## src/rtl/uart_fifo_pkg.sv

```systemverilog
// Shared helpers for the UART TX ring FIFO: pointer/count widths, wrapping
// pointer increment and the status bundle consumed by the status reporter.
package uart_fifo_pkg;

    typedef struct packed {
        logic empty;
        logic full;
        logic almost_full;
        logic overflow;
    } fifo_status_t;

    function automatic int ptr_width(input int depth);
        return $clog2(depth);
    endfunction

    function automatic int cnt_width(input int depth);
        return $clog2(depth + 1);
    endfunction

    // Wraps at depth-1 rather than relying on binary rollover, so any DEPTH works.
    function automatic int unsigned ptr_inc(input int unsigned ptr, input int unsigned depth);
        return (ptr == depth - 1) ? 0 : ptr + 1;
    endfunction

endpackage

```

## src/rtl/uart_fifo_mem.sv

```systemverilog
// DATA_WIDTH x DEPTH register array: one synchronous write port and one
// combinational read port, cleared by the asynchronous reset.
module uart_fifo_mem
    import uart_fifo_pkg::*;
#(
    parameter int DATA_WIDTH = 8,
    parameter int DEPTH      = 16
) (
    input  logic                        clk,
    input  logic                        reset,
    input  logic                        we,
    input  logic [ptr_width(DEPTH)-1:0] waddr,
    input  logic [DATA_WIDTH-1:0]       wdata,
    input  logic [ptr_width(DEPTH)-1:0] raddr,
    output logic [DATA_WIDTH-1:0]       rdata
);

    logic [DATA_WIDTH-1:0] r_mem [DEPTH];

    // NOTE: the array is reset because out_data must read zero straight after
    // reset; a reset-free array would map to denser RAM but expose stale data.
    always_ff @(posedge clk or posedge reset) begin
        if (reset) begin
            for (int i = 0; i < DEPTH; i++) begin
                r_mem[i] <= '0;
            end
        end else if (we) begin
            r_mem[waddr] <= wdata;
        end
    end

    assign rdata = r_mem[raddr];

endmodule

```

## src/rtl/uart_tx_ring_fifo.sv

```systemverilog
// Circular-buffer TX FIFO between the byte sources and the UART transmitter:
// valid/ready on both sides, occupancy count, almost-full, sticky overflow, flush.
module uart_tx_ring_fifo
    import uart_fifo_pkg::*;
#(
    parameter int DATA_WIDTH        = 8,
    parameter int DEPTH             = 16,
    parameter int ALMOST_FULL_LEVEL = DEPTH - 2
) (
    input  logic                         clk,
    input  logic                         reset,
    input  logic                         ena,
    input  logic                         flush,
    input  logic [DATA_WIDTH-1:0]        in_data,
    input  logic                         in_valid,
    output logic                         in_ready,
    output logic [DATA_WIDTH-1:0]        out_data,
    output logic                         out_valid,
    input  logic                         out_ready,
    output logic [$clog2(DEPTH+1)-1:0]   count,
    output logic                         empty,
    output logic                         full,
    output logic                         almost_full,
    output logic                         overflow,
    input  logic                         clear_overflow
);

    localparam int PTR_W = ptr_width(DEPTH);
    localparam int CNT_W = cnt_width(DEPTH);

    logic [PTR_W-1:0] r_wr_ptr;
    logic [PTR_W-1:0] r_rd_ptr;
    logic [CNT_W-1:0] r_count;
    logic             r_overflow;

    logic w_full;
    logic w_empty;
    logic w_push;
    logic w_pop;
    logic w_ovf_set;

    // Status comes only from the registered count, so no input reaches it combinationally.
    assign w_full  = (r_count == CNT_W'(DEPTH));
    assign w_empty = (r_count == '0);

    assign in_ready  = ena & ~w_full;
    assign out_valid = ena & ~w_empty;

    assign w_push    = in_valid  & in_ready  & ~flush;
    assign w_pop     = out_ready & out_valid & ~flush;
    assign w_ovf_set = ena & in_valid & w_full & ~flush;

    // NOTE: sequential state uses non-blocking assignments so every register
    // samples pre-edge values; blocking here would create order-dependent races.
    always_ff @(posedge clk or posedge reset) begin
        if (reset) begin
            r_wr_ptr   <= '0;
            r_rd_ptr   <= '0;
            r_count    <= '0;
            r_overflow <= 1'b0;
        end else if (ena) begin
            if (flush) begin
                r_wr_ptr <= '0;
                r_rd_ptr <= '0;
                r_count  <= '0;
            end else begin
                if (w_push) begin
                    r_wr_ptr <= PTR_W'(ptr_inc(32'(r_wr_ptr), 32'(DEPTH)));
                end
                if (w_pop) begin
                    r_rd_ptr <= PTR_W'(ptr_inc(32'(r_rd_ptr), 32'(DEPTH)));
                end
                if (w_push && !w_pop) begin
                    r_count <= r_count + CNT_W'(1);
                end else if (w_pop && !w_push) begin
                    r_count <= r_count - CNT_W'(1);
                end
            end

            if (w_ovf_set) begin
                r_overflow <= 1'b1;
            end else if (clear_overflow) begin
                r_overflow <= 1'b0;
            end
        end
    end

    uart_fifo_mem #(
        .DATA_WIDTH (DATA_WIDTH),
        .DEPTH      (DEPTH)
    ) u_mem (
        .clk   (clk),
        .reset (reset),
        .we    (w_push),
        .waddr (r_wr_ptr),
        .wdata (in_data),
        .raddr (r_rd_ptr),
        .rdata (out_data)
    );

    assign count       = r_count;
    assign empty       = w_empty;
    assign full        = w_full;
    assign almost_full = (r_count >= CNT_W'(ALMOST_FULL_LEVEL));
    assign overflow    = r_overflow;

endmodule

```

## config.mk

```make
export PLATFORM = sky130hd
export DESIGN_NAME = uart_tx_ring_fifo
export DESIGN_NICKNAME = d
export VERILOG_FILES = /design/src/rtl/uart_fifo_pkg.sv /design/src/rtl/uart_fifo_mem.sv /design/src/rtl/uart_tx_ring_fifo.sv
export SDC_FILE = /design/constraint.sdc
export NUM_CORES = 1
export LEC_CHECK = 0
export ABC_AREA = 1
export BUFFER_PORTS_ARGS = -buffer_cell sky130_fd_sc_hd__buf_2
export CORE_MARGIN = 8
export CORE_UTILIZATION = 56
export CTS_BUF_LIST = sky130_fd_sc_hd__clkbuf_4
export CTS_CLUSTER_SIZE = 30
export DETAILED_ROUTE_END_ITERATION = 16
export PLACE_DENSITY_LB_ADDON = 0.12
export SYNTH_ARGS = -nofsm -noshare
export SYNTH_HDL_FRONTEND = slang
export SYNTH_HIERARCHICAL = 1
export SYNTH_SLANG_ARGS = --single-unit
```

## constraint.sdc

```tcl
create_clock -name clk -period 4.57 [get_ports clk]
set_input_delay 0.914 -clock clk [delete_from_list [all_inputs] [get_ports clk]]
set_output_delay 0.914 -clock clk [all_outputs]
set_load 0.005 [all_outputs]
```

==> qor.txt <==
Beginning of the worst register-to-register path - count[1]
CP required - 3.66 ns
GP Congestion - 0.835
Seq pwr share - 0.401
Share of cells above drive strength 1 - 0.102
Status - finished, final reports clean
Slew margin rel. - 0.351
Seq/Total Area, Yosys - 0.487
Ys flop type - dfrtp_1
Worst setup EP type - primary output
Vias in the first global route - 5820
Share of the synthesized area in the top cell type - 0.487
CTS root buf - clkbuf_4
Mapped Area - 7300 sq um
Startpoint Class - flip-flop
Switching share of power - 0.387
Max-slew violations - 0
Synth Instances - 963
IO Count - 34
Reg2reg setup slack - 2.41 ns
Final hold vios - 0
TritonCTS Buffers - 17
Arrival time at the worst endpoint - 2.41 ns
Total of max-cap violations - 0
Maximum clock rate - 301 MHz
Core Area - 12700 sq um
Critical-path cell list - inv_2 -> nand2_1 -> nand3_1 -> nand3_1 -> nand3_1 -> nand2_1 -> buf_2
Maximum vdd ir drop - 260 uV
Worst slack, placed - 1.82 ns
Crit Path Class - reg2out
Clock Sink Count - 142
Full die area - 16900 sq um
Layout fillers - 1219
Top cell type by total area after synthesis - dfrtp_1
Multi-input gate area - 2930 sq um
Crit. Startpoint - r_rd_ptr[0]
RSZ-0062 raised after global routing - false
Max FO, Critical Path - 54
Tcrit/Tclk final - 0.728
Clk_lat worst skew - 0.55 ns
Clock transition at the registers of the reported paths - 0.11 ns
CP max stage cell - inv_2
DRC - 0
Simple-Gate Fraction of Synth Area - 0.283
Largest family of logic cells by synthesized area - simple AND/OR/NAND/NOR gates
XOR/XNOR share of the synthesized area - 0.00240
Port Buffers - 33
Yosys reg bits - 142
Number of vias per cell - 5.32
TritonCTS clock tree - done
Gr usage total - 0.235
Adder-cell share of the synthesized area - 0.0130
CTS Buffer Depth - 2
Library cells used by synthesis - 32
Drt wl/cell - 15.9 microns
Pint - 2470 uW
Fin nets - 992
Total wire length - 18400 microns
Reg2reg end - count[4]
Mapped Avg Cell Area - 7.58 sq um
Crit path top cell by count - nand3_1
Top cells by area, synth - dfrtp_1 (49%), nand2_1 (16%), o21ai_0 (9.1%), nand3_1 (8.3%), inv_1 (7.2%)
Post-synthesis mux area share - 0
Worst hold path type - in2async
DR iter-0 viols - 653
Leak - 0.00385 uW
P&R area growth vs syn - 6.64%
Via count - 6140
DRT Pass-1 Iters - 5
H-tree depth - 4
Detail Placement HPWL - 11800 microns
Initial core utilization - 0.576
Die Width - 130 microns
Grt total ovfl - 0
Row count - 41
Max stage delay on crit path - 0.70 ns
Sequential cell area - 3550 sq um
Postcts setup bufs - 0
Setup TNS Final - 0 ns
CTS resizes - 0
First-pass GRT wire length - 30400 microns
Antenna Cells - 0
Largest net degree at the start of global routing - 78
Clock power share - 0.220
Tmin final - 3.33 ns
Die H - 130 microns
Post-DRT Antenna Nets - 0
Switch Pwr - 1560 uW
Layout Skew - 0.0142 ns
Async SR Flop Fraction - 1.00
Combinational share of power - 0.379
Final Setup Violations - 0
Number of flops mapped to enable cells by yosys - 0
Syn_nets - 985
Post-route setup slack - 1.24 ns
Worst reg-to-reg path cell count - 14
YS warnings - 6
# hold bufs at CTS - 0
Least-Margin Pin Slew - 0.973 ns
Pwr Density - 518 nW/um^2
Initial antenna violation count - 0
Post-synthesis compound-gate area fraction - 0.103
sequential cells by signal (all words and copies together), names as in the netlist:
register,flops
u_mem/r_mem,128
count,5
r_rd_ptr,4
r_wr_ptr,4
overflow,1
synthesized netlist by cell type (all sizes together), types with 2 or more instances:
cell type,number
xor2,2
nand3,126
clkbuf,22
nand4,2
nor3,2
o21ai,136
a21oi,10
nor2,21
buf,28
dfrtp,142
or2,4
inv,146
ha,6
nand2,311
area by class of cell:
| class | instances | share of cell area |
|---|---|---|
| inverters | 146 | 0.0711 |
| clock inverters | 8 | 0.0180 |
| flip-flops and latches | 142 | 0.457 |
| multi-input cells | 625 | 0.376 |
| repair buffers | 38 | 0.0277 |
| clock buffers | 23 | 0.0222 |
| well taps | 172 | 0.0277 |
worst max-delay path, delay by kind of cell, from the launching register on:
| kind | cells | cell delay (ns) |
|---|---|---|
| buffers and inverters | 2 | 0.83 |
| DFF | 1 | 0.42 |
| and+or+nand+nor | 5 | 0.59 |
layer usage:
metal  GRT usage  wire length, microns
met5           0                     0
met4       0.131                   812
met3      0.0400                  1050
met2       0.363                  8400
met1       0.309                  8120
kinds of logic (layout without fill, tap and decap cells):
family                   after synthesis  after routing
adder cells (fa/ha/maj)                7              7
AO/OA/AOI/OAI                        149            149
XOR/XNOR                               2              2
AND/OR/NAND/NOR                      467            467
buffers and inverters                196            215
flip-flops                           142            142
per-stage QoR:
stage          hold slack (ns)  instance area, sq um  utilization  power (uW)  instances
6_report                 0.437                  7780        0.614        4030       1154
5_1_grt                  0.440                  7780        0.614        4360       1154
4_1_cts                  0.415                  7780        0.614        4060       1154
3_5_place_dp             0.467                  7470        0.589        3170       1123
3_3_place_gp             0.461                  7470        0.589        3140       1123
2_1_floorplan            0.445                  7300            -        2710        963
power by group through the flow:
stage          clock (uW)  combinational [uW]  sequential [uW]
5_1_grt               965                1750             1650
3_3_place_gp            0                1500             1630
3_5_place_dp            0                1530             1640
2_1_floorplan           0                1100             1610
6_report              887                1530             1620
4_1_cts               911                1530             1610
placed cells by master (no fill, tap or decap), drive strengths merged, types with 4 or more instances in the layout:
cell / synthesis / layout
nand2: 311 / 311
clkinv: 0 / 4
nor2: 21 / 21
clkbuf: 22 / 23
dfrtp: 142 / 142
a21oi: 10 / 10
o21ai: 136 / 136
nand3: 126 / 126
or2: 4 / 4
buf: 28 / 38
bufinv: 0 / 4
ha: 6 / 6
inv: 146 / 146
how the worst max path moves through the flow:
stage,depth (start not counted),end,slack [ns]
finish,7,out_data[7],1.24
global route,7,out_data[4],0.99
CTS,7,out_data[7],1.23
detailed placement,15,count[4],1.82
global placement,8,out_data[6],1.85
floorplan,1,u_mem/r_mem[0],0.24
Note: power is estimated with default switching activity, not from simulation.
